`src/rtl/bitonic_32_feeder_if.sv`:
```
// Stream, sorter and tag signals of bitonic_32_feeder bundled as one port.
// slave = the feeder itself; master = the upstream producer / downstream consumer side.
interface bitonic_32_feeder_if #(
  parameter int DATAWIDTH  = 8,
  parameter int DATALENGTH = 32,
  parameter int IN_LANES   = 4
);
  localparam int CNTW = $clog2(DATALENGTH + 1);

  logic                                 sign_ctrl_i;
  logic                                 in_valid_i;
  logic                                 in_ready_o;
  logic [IN_LANES-1:0][DATAWIDTH-1:0]   in_data_i;
  logic                                 in_last_i;
  logic [IN_LANES-1:0]                  in_keep_i;
  logic [DATALENGTH-1:0][DATAWIDTH-1:0] x_o;
  logic                                 sign_ctrl_o;
  logic                                 launch_o;
  logic                                 sorted_valid_o;
  logic                                 sorted_last_o;
  logic [CNTW-1:0]                      sorted_count_o;
  logic                                 credit_i;
  logic [31:0]                          stat_vec_cnt_o;
  logic [31:0]                          stat_stall_cnt_o;

  modport slave (
    input  sign_ctrl_i, in_valid_i, in_data_i, in_last_i, in_keep_i, credit_i,
    output in_ready_o, x_o, sign_ctrl_o, launch_o,
    output sorted_valid_o, sorted_last_o, sorted_count_o,
    output stat_vec_cnt_o, stat_stall_cnt_o
  );

  modport master (
    output sign_ctrl_i, in_valid_i, in_data_i, in_last_i, in_keep_i, credit_i,
    input  in_ready_o, x_o, sign_ctrl_o, launch_o,
    input  sorted_valid_o, sorted_last_o, sorted_count_o,
    input  stat_vec_cnt_o, stat_stall_cnt_o
  );
endinterface

```
`src/rtl/bitonic_32_feeder.sv`:
```
// Packs IN_LANES-wide beats into padded DATALENGTH vectors for the bitonic sorter, with credit flow
// control and a SORT_LATENCY tag pipe. Optional counters: define TOPK_FEED_STATS_EN.
module bitonic_32_feeder #(
  parameter int DATAWIDTH    = 8,
  parameter int DATALENGTH   = 32,
  parameter int IN_LANES     = 4,
  parameter int SORT_LATENCY = 8,
  parameter int CREDITS      = 4
) (
  input  logic                clk_i,
  input  logic                rst_i,
  bitonic_32_feeder_if.slave  bus
);
  localparam int BEATS = DATALENGTH / IN_LANES;
  localparam int PW    = (BEATS > 1) ? $clog2(BEATS) : 1;
  localparam int CW    = $clog2(CREDITS + 1);
  localparam int CNTW  = $clog2(DATALENGTH + 1);
  localparam int KW    = $clog2(IN_LANES + 1);

  typedef struct packed {
    logic            valid;
    logic            last;
    logic [CNTW-1:0] count;
  } tag_t;

  logic                                 run_q;
  logic [CW-1:0]                        credit_q;
  logic [CW-1:0]                        credit_d;
  logic [PW-1:0]                        ptr_q;
  logic                                 sign_q;
  logic [DATALENGTH-1:0][DATAWIDTH-1:0] buf_q;
  logic                                 last_q;
  logic [CNTW-1:0]                      count_q;
  tag_t                                 pipe_q [SORT_LATENCY];

  logic                                 accept;
  logic                                 first_beat;
  logic                                 full_beat;
  logic                                 empty_end;
  logic                                 commit;
  logic                                 credit_ok;
  logic                                 vec_sign;
  logic [DATAWIDTH-1:0]                 pad;
  logic [KW-1:0]                        keep_pop;
  logic [CNTW-1:0]                      vec_count;
  logic [DATALENGTH-1:0][DATAWIDTH-1:0] vec_next;

  assign bus.in_ready_o = run_q && (credit_q != '0);
  assign accept         = bus.in_valid_i && bus.in_ready_o;
  assign first_beat     = (ptr_q == '0);
  assign full_beat      = (ptr_q == PW'(BEATS - 1));
  assign empty_end      = bus.in_last_i && (bus.in_keep_i == '0) && first_beat;
  assign commit         = accept && (full_beat || bus.in_last_i) && !empty_end;
  assign credit_ok      = bus.credit_i && (credit_q != CW'(CREDITS));
  // Direction is frozen by the first beat; pads must sort to the tail in that direction.
  assign vec_sign       = first_beat ? bus.sign_ctrl_i : sign_q;
  assign pad            = vec_sign ? '0 : '1;

  always_comb begin
    keep_pop = '0;
    for (int j = 0; j < IN_LANES; j++) begin
      keep_pop = keep_pop + KW'(bus.in_keep_i[j]);
    end
    vec_next = buf_q;
    for (int b = 0; b < BEATS; b++) begin
      for (int j = 0; j < IN_LANES; j++) begin
        if (b == int'(ptr_q)) begin
          vec_next[b*IN_LANES + j] = (!bus.in_last_i || bus.in_keep_i[j]) ? bus.in_data_i[j] : pad;
        end else if (b > int'(ptr_q)) begin
          vec_next[b*IN_LANES + j] = pad;
        end
      end
    end
    vec_count = bus.in_last_i ? (CNTW'(ptr_q) * CNTW'(IN_LANES) + CNTW'(keep_pop))
                              : CNTW'(DATALENGTH);
  end

  always_comb begin
    credit_d = credit_q;
    if (commit && !credit_ok) begin
      credit_d = credit_q - CW'(1);
    end else if (!commit && credit_ok) begin
      credit_d = credit_q + CW'(1);
    end
  end

  always_ff @(posedge clk_i) begin
    if (rst_i) begin
      run_q           <= 1'b0;
      credit_q        <= CW'(CREDITS);
      ptr_q           <= '0;
      sign_q          <= 1'b0;
      buf_q           <= '0;
      bus.x_o         <= '0;
      bus.sign_ctrl_o <= 1'b0;
      bus.launch_o    <= 1'b0;
      last_q          <= 1'b0;
      count_q         <= '0;
    end else begin
      run_q        <= 1'b1;
      credit_q     <= credit_d;
      bus.launch_o <= commit;
      last_q       <= commit && bus.in_last_i;
      count_q      <= commit ? vec_count : '0;
      if (accept) begin
        buf_q <= vec_next;
        if (first_beat) begin
          sign_q <= bus.sign_ctrl_i;
        end
        ptr_q <= (commit || empty_end) ? '0 : ptr_q + PW'(1);
      end
      if (commit) begin
        bus.x_o         <= vec_next;
        bus.sign_ctrl_o <= vec_sign;
      end
    end
  end

  // Tags travel alongside the sorter pipeline so valid lines up with its y_o.
  always_ff @(posedge clk_i) begin
    if (rst_i) begin
      for (int k = 0; k < SORT_LATENCY; k++) begin
        pipe_q[k] <= '0;
      end
    end else begin
      pipe_q[0] <= '{valid: bus.launch_o, last: last_q, count: count_q};
      for (int k = 1; k < SORT_LATENCY; k++) begin
        pipe_q[k] <= pipe_q[k-1];
      end
    end
  end

  assign bus.sorted_valid_o = pipe_q[SORT_LATENCY-1].valid;
  assign bus.sorted_last_o  = pipe_q[SORT_LATENCY-1].last;
  assign bus.sorted_count_o = pipe_q[SORT_LATENCY-1].count;

`ifdef TOPK_FEED_STATS_EN
  logic [31:0] vec_cnt_q;
  logic [31:0] stall_cnt_q;

  always_ff @(posedge clk_i) begin
    if (rst_i) begin
      vec_cnt_q   <= '0;
      stall_cnt_q <= '0;
    end else begin
      if (bus.launch_o) begin
        vec_cnt_q <= vec_cnt_q + 32'd1;
      end
      if (bus.in_valid_i && !bus.in_ready_o) begin
        stall_cnt_q <= stall_cnt_q + 32'd1;
      end
    end
  end

  assign bus.stat_vec_cnt_o   = vec_cnt_q;
  assign bus.stat_stall_cnt_o = stall_cnt_q;
`else
  assign bus.stat_vec_cnt_o   = '0;
  assign bus.stat_stall_cnt_o = '0;
`endif

  // A credit beyond CREDITS means the consumer lost track; keep must be a lane-0 prefix.
  always @(posedge clk_i) begin
    if (!rst_i) begin
      assert (!(bus.credit_i && (credit_q == CW'(CREDITS))));
      assert (!(accept && bus.in_last_i) ||
              ((bus.in_keep_i & (bus.in_keep_i + IN_LANES'(1))) == '0));
    end
  end
endmodule
```
`src/flat_wrapper.sv`:
```
// flat-port wrapper written by rule: the top's interface ports become plain ports
module bitonic_32_feeder_flat 
#(
  parameter int DATAWIDTH    = 8,
  parameter int DATALENGTH   = 32,
  parameter int IN_LANES     = 4,
  parameter int SORT_LATENCY = 8,
  parameter int CREDITS      = 4
)
  (clk_i, rst_i, bus_sign_ctrl_i, bus_in_valid_i, bus_in_data_i, bus_in_last_i, bus_in_keep_i, bus_credit_i, bus_in_ready_o, bus_x_o, bus_sign_ctrl_o, bus_launch_o, bus_sorted_valid_o, bus_sorted_last_o, bus_sorted_count_o, bus_stat_vec_cnt_o, bus_stat_stall_cnt_o);
  bitonic_32_feeder_if #(.DATAWIDTH(DATAWIDTH), .DATALENGTH(DATALENGTH), .IN_LANES(IN_LANES)) bus_i ();
  input  logic clk_i;
  input  logic rst_i;
  input wire logic [$bits(bus_i.sign_ctrl_i)-1:0] bus_sign_ctrl_i;
  input wire logic [$bits(bus_i.in_valid_i)-1:0] bus_in_valid_i;
  input wire logic [$bits(bus_i.in_data_i)-1:0] bus_in_data_i;
  input wire logic [$bits(bus_i.in_last_i)-1:0] bus_in_last_i;
  input wire logic [$bits(bus_i.in_keep_i)-1:0] bus_in_keep_i;
  input wire logic [$bits(bus_i.credit_i)-1:0] bus_credit_i;
  output wire logic [$bits(bus_i.in_ready_o)-1:0] bus_in_ready_o;
  output wire logic [$bits(bus_i.x_o)-1:0] bus_x_o;
  output wire logic [$bits(bus_i.sign_ctrl_o)-1:0] bus_sign_ctrl_o;
  output wire logic [$bits(bus_i.launch_o)-1:0] bus_launch_o;
  output wire logic [$bits(bus_i.sorted_valid_o)-1:0] bus_sorted_valid_o;
  output wire logic [$bits(bus_i.sorted_last_o)-1:0] bus_sorted_last_o;
  output wire logic [$bits(bus_i.sorted_count_o)-1:0] bus_sorted_count_o;
  output wire logic [$bits(bus_i.stat_vec_cnt_o)-1:0] bus_stat_vec_cnt_o;
  output wire logic [$bits(bus_i.stat_stall_cnt_o)-1:0] bus_stat_stall_cnt_o;
  assign bus_i.sign_ctrl_i = bus_sign_ctrl_i;
  assign bus_i.in_valid_i = bus_in_valid_i;
  assign bus_i.in_data_i = bus_in_data_i;
  assign bus_i.in_last_i = bus_in_last_i;
  assign bus_i.in_keep_i = bus_in_keep_i;
  assign bus_i.credit_i = bus_credit_i;
  assign bus_in_ready_o = bus_i.in_ready_o;
  assign bus_x_o = bus_i.x_o;
  assign bus_sign_ctrl_o = bus_i.sign_ctrl_o;
  assign bus_launch_o = bus_i.launch_o;
  assign bus_sorted_valid_o = bus_i.sorted_valid_o;
  assign bus_sorted_last_o = bus_i.sorted_last_o;
  assign bus_sorted_count_o = bus_i.sorted_count_o;
  assign bus_stat_vec_cnt_o = bus_i.stat_vec_cnt_o;
  assign bus_stat_stall_cnt_o = bus_i.stat_stall_cnt_o;
  bitonic_32_feeder #(.DATAWIDTH(DATAWIDTH), .DATALENGTH(DATALENGTH), .IN_LANES(IN_LANES), .SORT_LATENCY(SORT_LATENCY), .CREDITS(CREDITS)) u_core (.clk_i(clk_i), .rst_i(rst_i), .bus(bus_i));
endmodule
```
`config.mk`:
```
export PLATFORM = sky130hd
export DESIGN_NAME = bitonic_32_feeder_flat
export DESIGN_NICKNAME = d
export VERILOG_FILES = /design/src/rtl/bitonic_32_feeder_if.sv /design/src/rtl/bitonic_32_feeder.sv /design/src/flat_wrapper.sv
export SDC_FILE = /design/constraint.sdc
export NUM_CORES = 1
export LEC_CHECK = 0
export CAP_MARGIN = 5
export CORE_MARGIN = 2
export CORE_UTILIZATION = 29
export DETAILED_ROUTE_END_ITERATION = 10
export SLEW_MARGIN = 20
export SYNTH_ARGS = -nofsm -noshare
export SYNTH_HDL_FRONTEND = slang
export SYNTH_SLANG_ARGS = --single-unit
```
`constraint.sdc`:
```
create_clock -name clk_i -period 3.8 [get_ports clk_i]
set_input_delay 1.14 -clock clk_i [delete_from_list [all_inputs] [get_ports clk_i]]
set_output_delay 1.14 -clock clk_i [all_outputs]
set_load 0.05 [all_outputs]
```
==> flow_summary_export.csv, run 1 <==
group,metric,value,unit
route,post_drt_wl_per_cell,22.4,microns
power,seqPwrFrac,42.6,%
die,start_util,29.3,%
grt,grt_pass1_vias,19210,
cells_and_area,seqCellArea,11200,sq um
worst_setup_path,cp_cell_sequence,"clkdlybuf4s50_1, buf_4, nor2b_1, buf_4, buf_4, nor2_1, buf_4, o221ai_1, o22ai_1",
yosys,synth-xor-area-share,0.113,%
worst_setup_path,cp-start-kind,"input pin",
die,die-area,82300,sq um
placement,hpwl,57900,microns
clocking,cts_root_buf,"clkbuf_16",
clocking,h-tree-depth,3,
sta,setup_ws,500,ps
sta,post-route-period-util,86.8,%
yosys,ys_seq_area_share,48.4,%
placement,dp_slack,-54.5,ps
worst_setup_path,crit_required,4320,ps
clocking,cts_hold_buf,0,
power,peakVddDrop,285,uV
sta,rsz0062_at_grt,"no",
power,power,14900,uW
route,route.detailed.drc,0,
yosys,synth_warnings,0,
worst_setup_path,worstSetupPathType,"in -> reg",
die,num_io_pins,373,
placement,place_congestion,0.808,
sta,finalSetupViolations,0,
power,share_comb_of_total_power,15.7,%
sta,slew_headroom,20.1,%
yosys,synth.largest_area_cell,"dfxtp_1",
yosys,syn_area_per_cell,8.79,sq um
sta,worst_pin_slew,1190,ps
yosys,synth_seq_cells,561,
route,viasPerCell,5.34,
clocking,clockBufferDepth,3,
worst_setup_path,worstPathArrival,3820,ps
worst_setup_path,crit_family,"buffers and inverters",
route,ant_nets,0,
power,p_switching,4430,uW
sta,drv_slew,0,
die,placementRows,103,
grt,grt_max_degree,202,
yosys,synth.most_common_cell,"dfxtp_1",
run_status,status,"finished clean",
worst_setup_path,cp_slowest_cell,"nor2_1",
yosys,synthSimpleGateAreaFrac,9.89,%
yosys,synthTopCellsByCount,"561 x dfxtp_1, 314 x o21ai_0, 222 x nand2_1",
cells_and_area,num-nets-final,2898,
yosys,async_reset_ff_share,0,%
run,drv_cap,0,
sta,finalCriticalPeriod,3300,ps
yosys,synth_edf_count,0,
clocking,numCtsBuffers,66,
yosys,syn_inst,2640,
clocking,path_clk_slew,60,ps
route,vias,21029,
yosys,synth_top_family_by_area,"compound AO/OA/AOI/OAI gates",
power,clockPowerShare,41.7,%
route,first_pass_iters,5,
yosys,synth_top_area_share,48.4,%
route,wirelength,88300,microns
yosys,yosys-top-cells-area,"dfxtp_1 48%, o21ai_0 6.8%, a31oi_1 5.3%, o22ai_1 5.1%, nand2_1 3.6%",
min_path,hold_path.class,"reg -> reg",
worst_setup_path,cp-end-kind,"flip-flop",
worst_setup_path,cp_common_cell,"buf_4",
sta,final_hold_viol_count,0,
power,p_per_area,507,nW/um^2
grt,grt_first_pass_wirelength,128000,microns
placement,portBuffers,308,
yosys,synth-compound-area-share,32.2,%
sta,clock_skew,26.5,ps
yosys,ys.flop_type,"dfxtp_1",
clocking,cts_setup_buffers,0,
worst_setup_path,crit_path_max_fanout,7,
clocking,cts_resized,0,
worst_setup_path,worst-path-buf-inv,5,
yosys,synth.distinct_cells,54,
cells_and_area,multi_input_area,10300,sq um
clocking,cts_tree,"built",
route,drt_iter0_drc,2287,
power,switching_share,29.7,%
grt,grt-ovfl-total,0,
yosys,synthMuxAreaShare,0.108,%
yosys,synth-adder-area-share,0.819,%
die,core,79100,sq um
cells_and_area,drive_gt1_share,9.49,%
power,p_leak,0.0103,uW
grt,antenna_found_initial,8,
clocking,cts.sinks,561,
cells_and_area,nFillCells,8025,
power,internal_power,10500,uW
yosys,syn_area,23200,sq um
grt,track_usage,20.5,%
sta,clock.fmax,303,MHz
cells_and_area,area_delta_synth_final,26.9,%
clocking,clock_latency,610,ps
worst_setup_path,max_stage_delay,880,ps
die,dieWidth,287,microns
die,die_h,287,microns
[final cells by class]
| class | instances | share of cell area, % |
|---|---|---|
| flip-flops and latches | 561 | 38.1 |
| multi-input cells | 1733 | 35.1 |
| repair buffers | 437 | 14.5 |
| clock buffers | 92 | 6.42 |
| well taps | 1050 | 4.46 |
| clock inverters | 21 | 0.722 |
| inverters | 43 | 0.599 |
| diodes | 1 | 0.00850 |
[worst reg2reg max path, delay by kind of cell (launching register included)]
family                   cells  cell delay, ps
AO/OA/AOI/OAI                2             380
adder cells (fa/ha/maj)      1             230
buffers and inverters        3             780
flip-flops                   1             320
multiplexers                 1             430
AND/OR/NAND/NOR              1             710
[through the flow]
step	instances	setup TNS [ps]	area (sq um)	utilization, %	hold slack, ps
finish	3938	0	29400	37.2	421
global route	3937	0	29400	37.2	448
CTS	3937	0	29400	37.2	430
detailed placement	3824	-121	27300	34.5	420
global placement	3824	-171	27300	34.5	415
floorplan	2703	0	23400	-	414
[final timing paths]
kind                         from             endpoint  slack [ps]  cells past startpoint
min reg2reg  u_core.pipe_q[0][25]  u_core.pipe_q[1][1]         420                      1
max                 bus_in_last_i   u_core.bus.x_o[78]         500                      9
max reg2reg       u_core.ptr_q[1]  u_core.bus.x_o[107]         850                      8
min          u_core.pipe_q[0][25]  u_core.pipe_q[1][1]         420                      1
[registers in the layout, summed over array words and instances, names as in the netlist]
| register | flops |
|---|---|
| u_core.bus.x_o | 256 |
| u_core.buf_q | 224 |
| u_core.pipe_q | 64 |
| u_core.count_q | 6 |
| u_core.credit_q | 3 |
| u_core.ptr_q | 3 |
| u_core.bus.launch_o | 1 |
| u_core.bus.sign_ctrl_o | 1 |
| u_core.last_q | 1 |
| u_core.run_q | 1 |
| u_core.sign_q | 1 |
[cells by family after synthesis]
kind of cell	count (synthesis)
AOI/OAI and AO/OA	1162
adders and majority gates	14
xor gates and xnor gates	3
buffers and inverters	409
and+or+nand+nor	488
DFF	561
other	1
muxes	2
[power by group through the flow]
stage,Combinational [uW],Sequential (uW),Clock (uW)
after floorplan,1090,6900,0
after global placement,2310,6480,0
after detailed placement,2320,6490,0
after CTS,2330,6360,6360
after global routing,2480,6390,6600
final,2340,6360,6240
[cells in the final DEF (no fill, tap or decap), types with 5 or more instances in the layout]
master	instances
clkdlybuf4s50_1	307
a21oi_1	120
o31ai_1	30
o311ai_0	21
buf_4	112
buf_12	18
and2_1	9
a221oi_1	8
o21ai_0	314
ha_1	12
clkinv_2	9
a221oi_2	14
clkbuf_16	68
a22oi_1	60
a211oi_1	34
clkbuf_1	14
clkbuf_8	10
and3_1	15
a311oi_1	11
nor2b_1	104
o21ai_1	12
o211ai_1	26
nor2_1	90
dfxtp_1	560
a21oi_2	5
a31oi_1	198
conb_1	64
o32ai_1	39
nand2_1	220
inv_1	41
o21bai_1	31
nand2b_1	28
nand3_1	5
o221ai_1	31
o22ai_1	190
[per-layer routing]
metal	share of wire [%]	up-vias	GRT usage, %
li1	-	10011	-
met1	44	10049	27.9
met2	44	831	31.0
met3	8.3	136	5.37
met4	3.2	2	7.51
met5	0.011	-	0
No activity file was read; power rests on OpenSTA's default activity.
==> run 2: changes to the inputs <==
==> constraint.sdc (replaced) <==
create_clock -name clk_i -period 3.22 [get_ports clk_i]
set_input_delay 0.966 -clock clk_i [delete_from_list [all_inputs] [get_ports clk_i]]
set_output_delay 0.966 -clock clk_i [all_outputs]
set_load 0.05 [all_outputs]
==> flow_summary_export.csv, run 2 (synthesis gave the netlist of run 1 again) <==
group,metric,value,unit
clocking,cts_root_buf,"clkbuf_16",
die,start_util,29.3,%
route,route.detailed.drc,0,
sta,finalSetupViolations,0,
clocking,h-tree-depth,2,
min_path,holdPathEnd,"u_core.pipe_q[1][9]",
cells_and_area,reg.largest.list,"u_core.bus.x_o (256), u_core.buf_q (224), u_core.pipe_q (64)",
cells_and_area,antenna_cells,0,
sta,rsz0062_at_grt,"no",
sta,final_hold_viol_count,0,
sta,post-route-period-util,96.3,%
worst_setup_path,cp-end-kind,"primary output",
worst_setup_path,r2r_end,"u_core.buf_q[87]",
placement,hpwl,58600,microns
die,die-area,82300,sq um
cells_and_area,layout_common_cells,"560 x dfxtp_1, 314 x o21ai_0, 307 x clkdlybuf4s50_1, 220 x nand2_1, 198 x a31oi_1",
worst_setup_path,cp_cell_sequence,"o31a_1, clkdlybuf4s50_1",
cells_and_area,fin_util,37.9,%
clocking,cts.sinks,561,
clocking,cts_tree,"built",
die,die_h,287,microns
clocking,clockBufferDepth,3,
worst_setup_path,reg2regPathDepth,7,
grt,grt_pass1_vias,19504,
route,wirelength,87800,microns
cells_and_area,num-nets-final,2957,
die,placementRows,103,
worst_setup_path,worstReg2RegStart,"u_core.ptr_q[1]",
power,peakVddDrop,417,uV
sta,setup_ws,119,ps
worst_setup_path,crit_family,"buffers and inverters",
route,drt_iter0_drc,2163,
clocking,clock_latency,650,ps
power,p_leak,0.0106,uW
worst_setup_path,cp_slowest_cell,"clkdlybuf4s50_1",
die,core,79100,sq um
route,post_drt_wl_per_cell,22.0,microns
run_status,status,"finished clean",
cells_and_area,area_delta_synth_final,29.2,%
worst_setup_path,crit_required,2250,ps
min_path,min_path_cells,1,
sta,worst_pin_slew,1050,ps
die,num_io_pins,373,
grt,grt-ovfl-total,0,
min_path,hold_path.class,"reg -> reg",
sta,clock_skew,30.5,ps
grt,grt_first_pass_wirelength,129000,microns
clocking,cts_setup_buffers,0,
worst_setup_path,max_stage_delay,820,ps
sta,drv_slew,0,
route,viasPerCell,5.31,
min_path,hp-start,"u_core.pipe_q[1][1]",
sta,slew_headroom,29.8,%
worst_setup_path,cp-start-kind,"flip-flop",
placement,place_congestion,0.822,
cells_and_area,stdcell_count,3994,
worst_setup_path,reg2reg_slack,380,ps
route,first_pass_iters,6,
sta,finalCriticalPeriod,3100,ps
placement,dp_slack,-356,ps
clocking,cts_resized,0,
grt,grt_max_degree,169,
die,dieWidth,287,microns
cells_and_area,final_common_cell,"dfxtp_1",
power,p_per_area,579,nW/um^2
clocking,path_clk_slew,60,ps
run,drv_cap,0,
placement,portBuffers,308,
worst_setup_path,worstPathArrival,2140,ps
route,vias,21196,
grt,track_usage,20.4,%
grt,antenna_found_initial,3,
cells_and_area,drive_gt1_share,11.5,%
cells_and_area,largest_reg_flops,256,
cells_and_area,largest_register,"u_core.bus.x_o",
worst_setup_path,worst-path-buf-inv,1,
sta,clock.fmax,322,MHz
placement,dpl.cell_count,3888,
clocking,cts_hold_buf,0,
worst_setup_path,worstSetupPathType,"reg -> out",
route,ant_nets,0,
worst_setup_path,crit_path_max_fanout,5,
clocking,numCtsBuffers,61,
[run 2: cell types whose count changed in the layout (fill, tap and decap cells not counted), moves of 3 or more]
cell       previous run  this run
buf_4               112       163
buf_12               18        31
clkbuf_16            68        61
clkinv_2              9        13
clkbuf_1             14        11
inv_1                41        38
[run 2: area by class of cell]
type                            count  area, sq um
Timing Repair Buffer              501         4920
Clock buffer                       84         1730
Multi-Input combinational cell   1733        10300
Fill cell                        8008        49100
Inverter                           43          194
Tap cell                         1050         1310
Sequential cell                   561        11200
Clock inverter                     22          241
[run 2: where the power goes]
part	total [uW]	internal (uW)	switching (uW)
sequential	7500	7300	199
combinational	2890	916	1970
clock	6980	4050	2930
[run 2: per-stage QoR]
step                instance area (sq um)  setup TNS (ps)  hold slack, ps  power [uW]
floorplan                           23500          -0.172             414        9430
global placement                    28000          -34470             417       10500
detailed placement                  28000          -39340             420       10500
CTS                                 30000               0             434       17500
global route                        30000               0             448       18000
finish                              30000               0             432       17400
[run 2: worst max path at each step]
stage / from / to / slack, ps / depth (start not counted)
floorplan: bus_in_keep_i[1] / u_core.credit_q[2] / -0.2 / 14
global placement: bus_in_keep_i[1] / u_core.credit_q[2] / -340 / 13
detailed placement: bus_in_keep_i[1] / u_core.credit_q[2] / -360 / 13
CTS: u_core.credit_q[2] / bus_in_ready_o / 70 / 2
global route: u_core.credit_q[2] / bus_in_ready_o / 30 / 2
finish: u_core.credit_q[0] / bus_in_ready_o / 120 / 2
[run 2: per-layer routing]
layer	routed length [microns]	share of wire [%]	global-route usage, %
met4	2920	3.3	6.90
met5	11	0.013	0
met2	38900	44	31.0
met1	39200	45	27.8
met3	6770	7.7	5.45
==> run 3: changes to the inputs <==
--- a/config.mk
+++ b/config.mk
@@ -7,7 +7,7 @@
 export LEC_CHECK = 0
 export CAP_MARGIN = 5
 export CORE_MARGIN = 2
-export CORE_UTILIZATION = 29
+export CORE_UTILIZATION = 38
 export DETAILED_ROUTE_END_ITERATION = 10
 export SLEW_MARGIN = 20
 export SYNTH_ARGS = -nofsm -noshare
==> flow_summary_export.csv, run 3 (synthesis gave the netlist of run 1 again) <==
group,metric,value,unit
sta,post-route-period-util,101,%
clocking,cts_tree,"built",
run_status,violations,"negative setup slack",
route,post_drt_wl_per_cell,22.5,microns
route,vias,21740,
cells_and_area,num-nets-final,2956,
clocking,numCtsBuffers,58,
grt,grt_max_degree,124,
clocking,clock_latency,640,ps
sta,final.setup.tns,-37.2,ps
sta,drv_slew,0,
clocking,cts_setup_buffers,0,
route,viasPerCell,5.83,
cells_and_area,largest_reg_flops,256,
cells_and_area,final_area,29500,sq um
grt,antenna_found_initial,4,
sta,worst_pin_slew,1210,ps
cells_and_area,reg.largest.list,"u_core.bus.x_o (256), u_core.buf_q (224), u_core.pipe_q (64)",
worst_setup_path,crit_required,3680,ps
worst_setup_path,worstPathArrival,3720,ps
die,die-area,63100,sq um
die,start_util,38.5,%
die,die_h,251,microns
sta,setup_ws,-37.2,ps
route,first_pass_iters,8,
clocking,cts_hold_buf,0,
sta,rsz0062_at_grt,"no",
clocking,clockBufferDepth,3,
placement,portBuffers,308,
power,peakVddDrop,399,uV
clocking,cts.sinks,561,
grt,grt_first_pass_wirelength,124000,microns
route,drt_iter0_drc,2476,
clocking,cts_resized,0,
die,core,60400,sq um
cells_and_area,final_common_cell,"dfxtp_1",
worst_setup_path,cp-end-kind,"flip-flop",
min_path,hold_path.class,"reg -> reg",
die,num_io_pins,373,
run,drv_cap,0,
worst_setup_path,cp-startpoint,"bus_in_last_i",
power,p_leak,0.0106,uW
clocking,h-tree-depth,2,
route,wirelength,83800,microns
power,p_per_area,580,nW/um^2
sta,finalSetupViolations,1,
sta,clock_skew,25.3,ps
sta,final_hold_viol_count,0,
worst_setup_path,worstSetupPathType,"in -> reg",
grt,track_usage,25.4,%
cells_and_area,drive_gt1_share,11.6,%
route,ant_nets,0,
die,placementRows,90,
clocking,path_clk_slew,60,ps
placement,postPlaceCellArea,27600,sq um
grt,grt_pass1_vias,19923,
cells_and_area,largest_register,"u_core.bus.x_o",
cells_and_area,seqCellArea,11200,sq um
worst_setup_path,crit_path_max_fanout,7,
sta,finalCriticalPeriod,3260,ps
sta,slew_headroom,18.9,%
grt,grt-ovfl-total,0,
sta,whs,432,ps
worst_setup_path,cp-start-kind,"input pin",
die,dieWidth,251,microns
placement,dp_slack,-463,ps
route,route.detailed.drc,0,
min_path,hp-start,"u_core.pipe_q[1][3]",
cells_and_area,fin_util,48.9,%
placement,hpwl,56000,microns
run_status,status,"finished, violations left",
cells_and_area,area_delta_synth_final,27.3,%
cells_and_area,layout_common_cells,"560 x dfxtp_1, 314 x o21ai_0, 307 x clkdlybuf4s50_1, 220 x nand2_1, 198 x a31oi_1",
cells_and_area,nFillCells,5655,
cells_and_area,multi_input_area,10400,sq um
clocking,cts_root_buf,"clkbuf_16",
worst_setup_path,worstReg2RegStart,"u_core.ptr_q[0]",
sta,clock.fmax,307,MHz
placement,place_congestion,0.945,
run 3: cell count changes in the layout (fill, tap and decap cells not counted), moves of 2 or more:
cell / previous run / this run
clkinv_2: 13 / 10
clkbuf_1: 11 / 9
clkinv_8: 2 / 0
clkbuf_8: 12 / 14
buf_12: 31 / 24
diode_2: 0 / 3
buf_4: 163 / 172
clkbuf_16: 61 / 58
clkinv_4: 0 / 3
run 3: where the power goes:
part / internal [uW] / switching (uW) / total, uW
logic: 919 / 1950 / 2870
registers: 7300 / 211 / 7510
clock network: 3880 / 2880 / 6760
total: 12100 / 5040 / 17100
run 3: worst max-delay path: stages:
cell,delay (ps)
clkdlybuf4s50_1,700
buf_4,200
nor2b_1,430
buf_4,230
nor2_1,80
o311ai_0,950
a21oi_1,160
run 3: routing by layer:
| metal | share of wire, % | up-vias | routed length (microns) | global-route usage [%] |
|---|---|---|---|---|
| li1 | - | 10120 | - | - |
| met1 | 42 | 10475 | 35600 | 34.4 |
| met2 | 45 | 977 | 37600 | 38.7 |
| met3 | 8.6 | 166 | 7180 | 5.75 |
| met4 | 4.0 | 2 | 3390 | 11.0 |
| met5 | 0.017 | - | 14 | 0 |
run 3: path summary, 6_finish.rpt:
kind	slack [ps]	cells past startpoint	end
min	430	1	u_core.pipe_q[1][11]
max	-40	7	u_core.bus.x_o[31]
max reg2reg	250	8	u_core.bus.x_o[71]
min reg2reg	430	1	u_core.pipe_q[1][11]
run 3: through the flow:
stage	power [uW]	instances
4_1_cts	17200	3725
3_3_place_gp	10400	3622
5_1_grt	17700	3727
2_1_floorplan	9430	2703
6_report	17100	3728
3_5_place_dp	10500	3622
run 3: area by class of cell:
type	instances	share of cell area, %
Tap cell	782	3.31
Multi-Input combinational cell	1733	35.1
Antenna cell	3	0.0254
Timing Repair Buffer	503	16.4
Clock buffer	81	5.68
Clock inverter	22	0.839
Inverter	43	0.657
Sequential cell	561	38.0
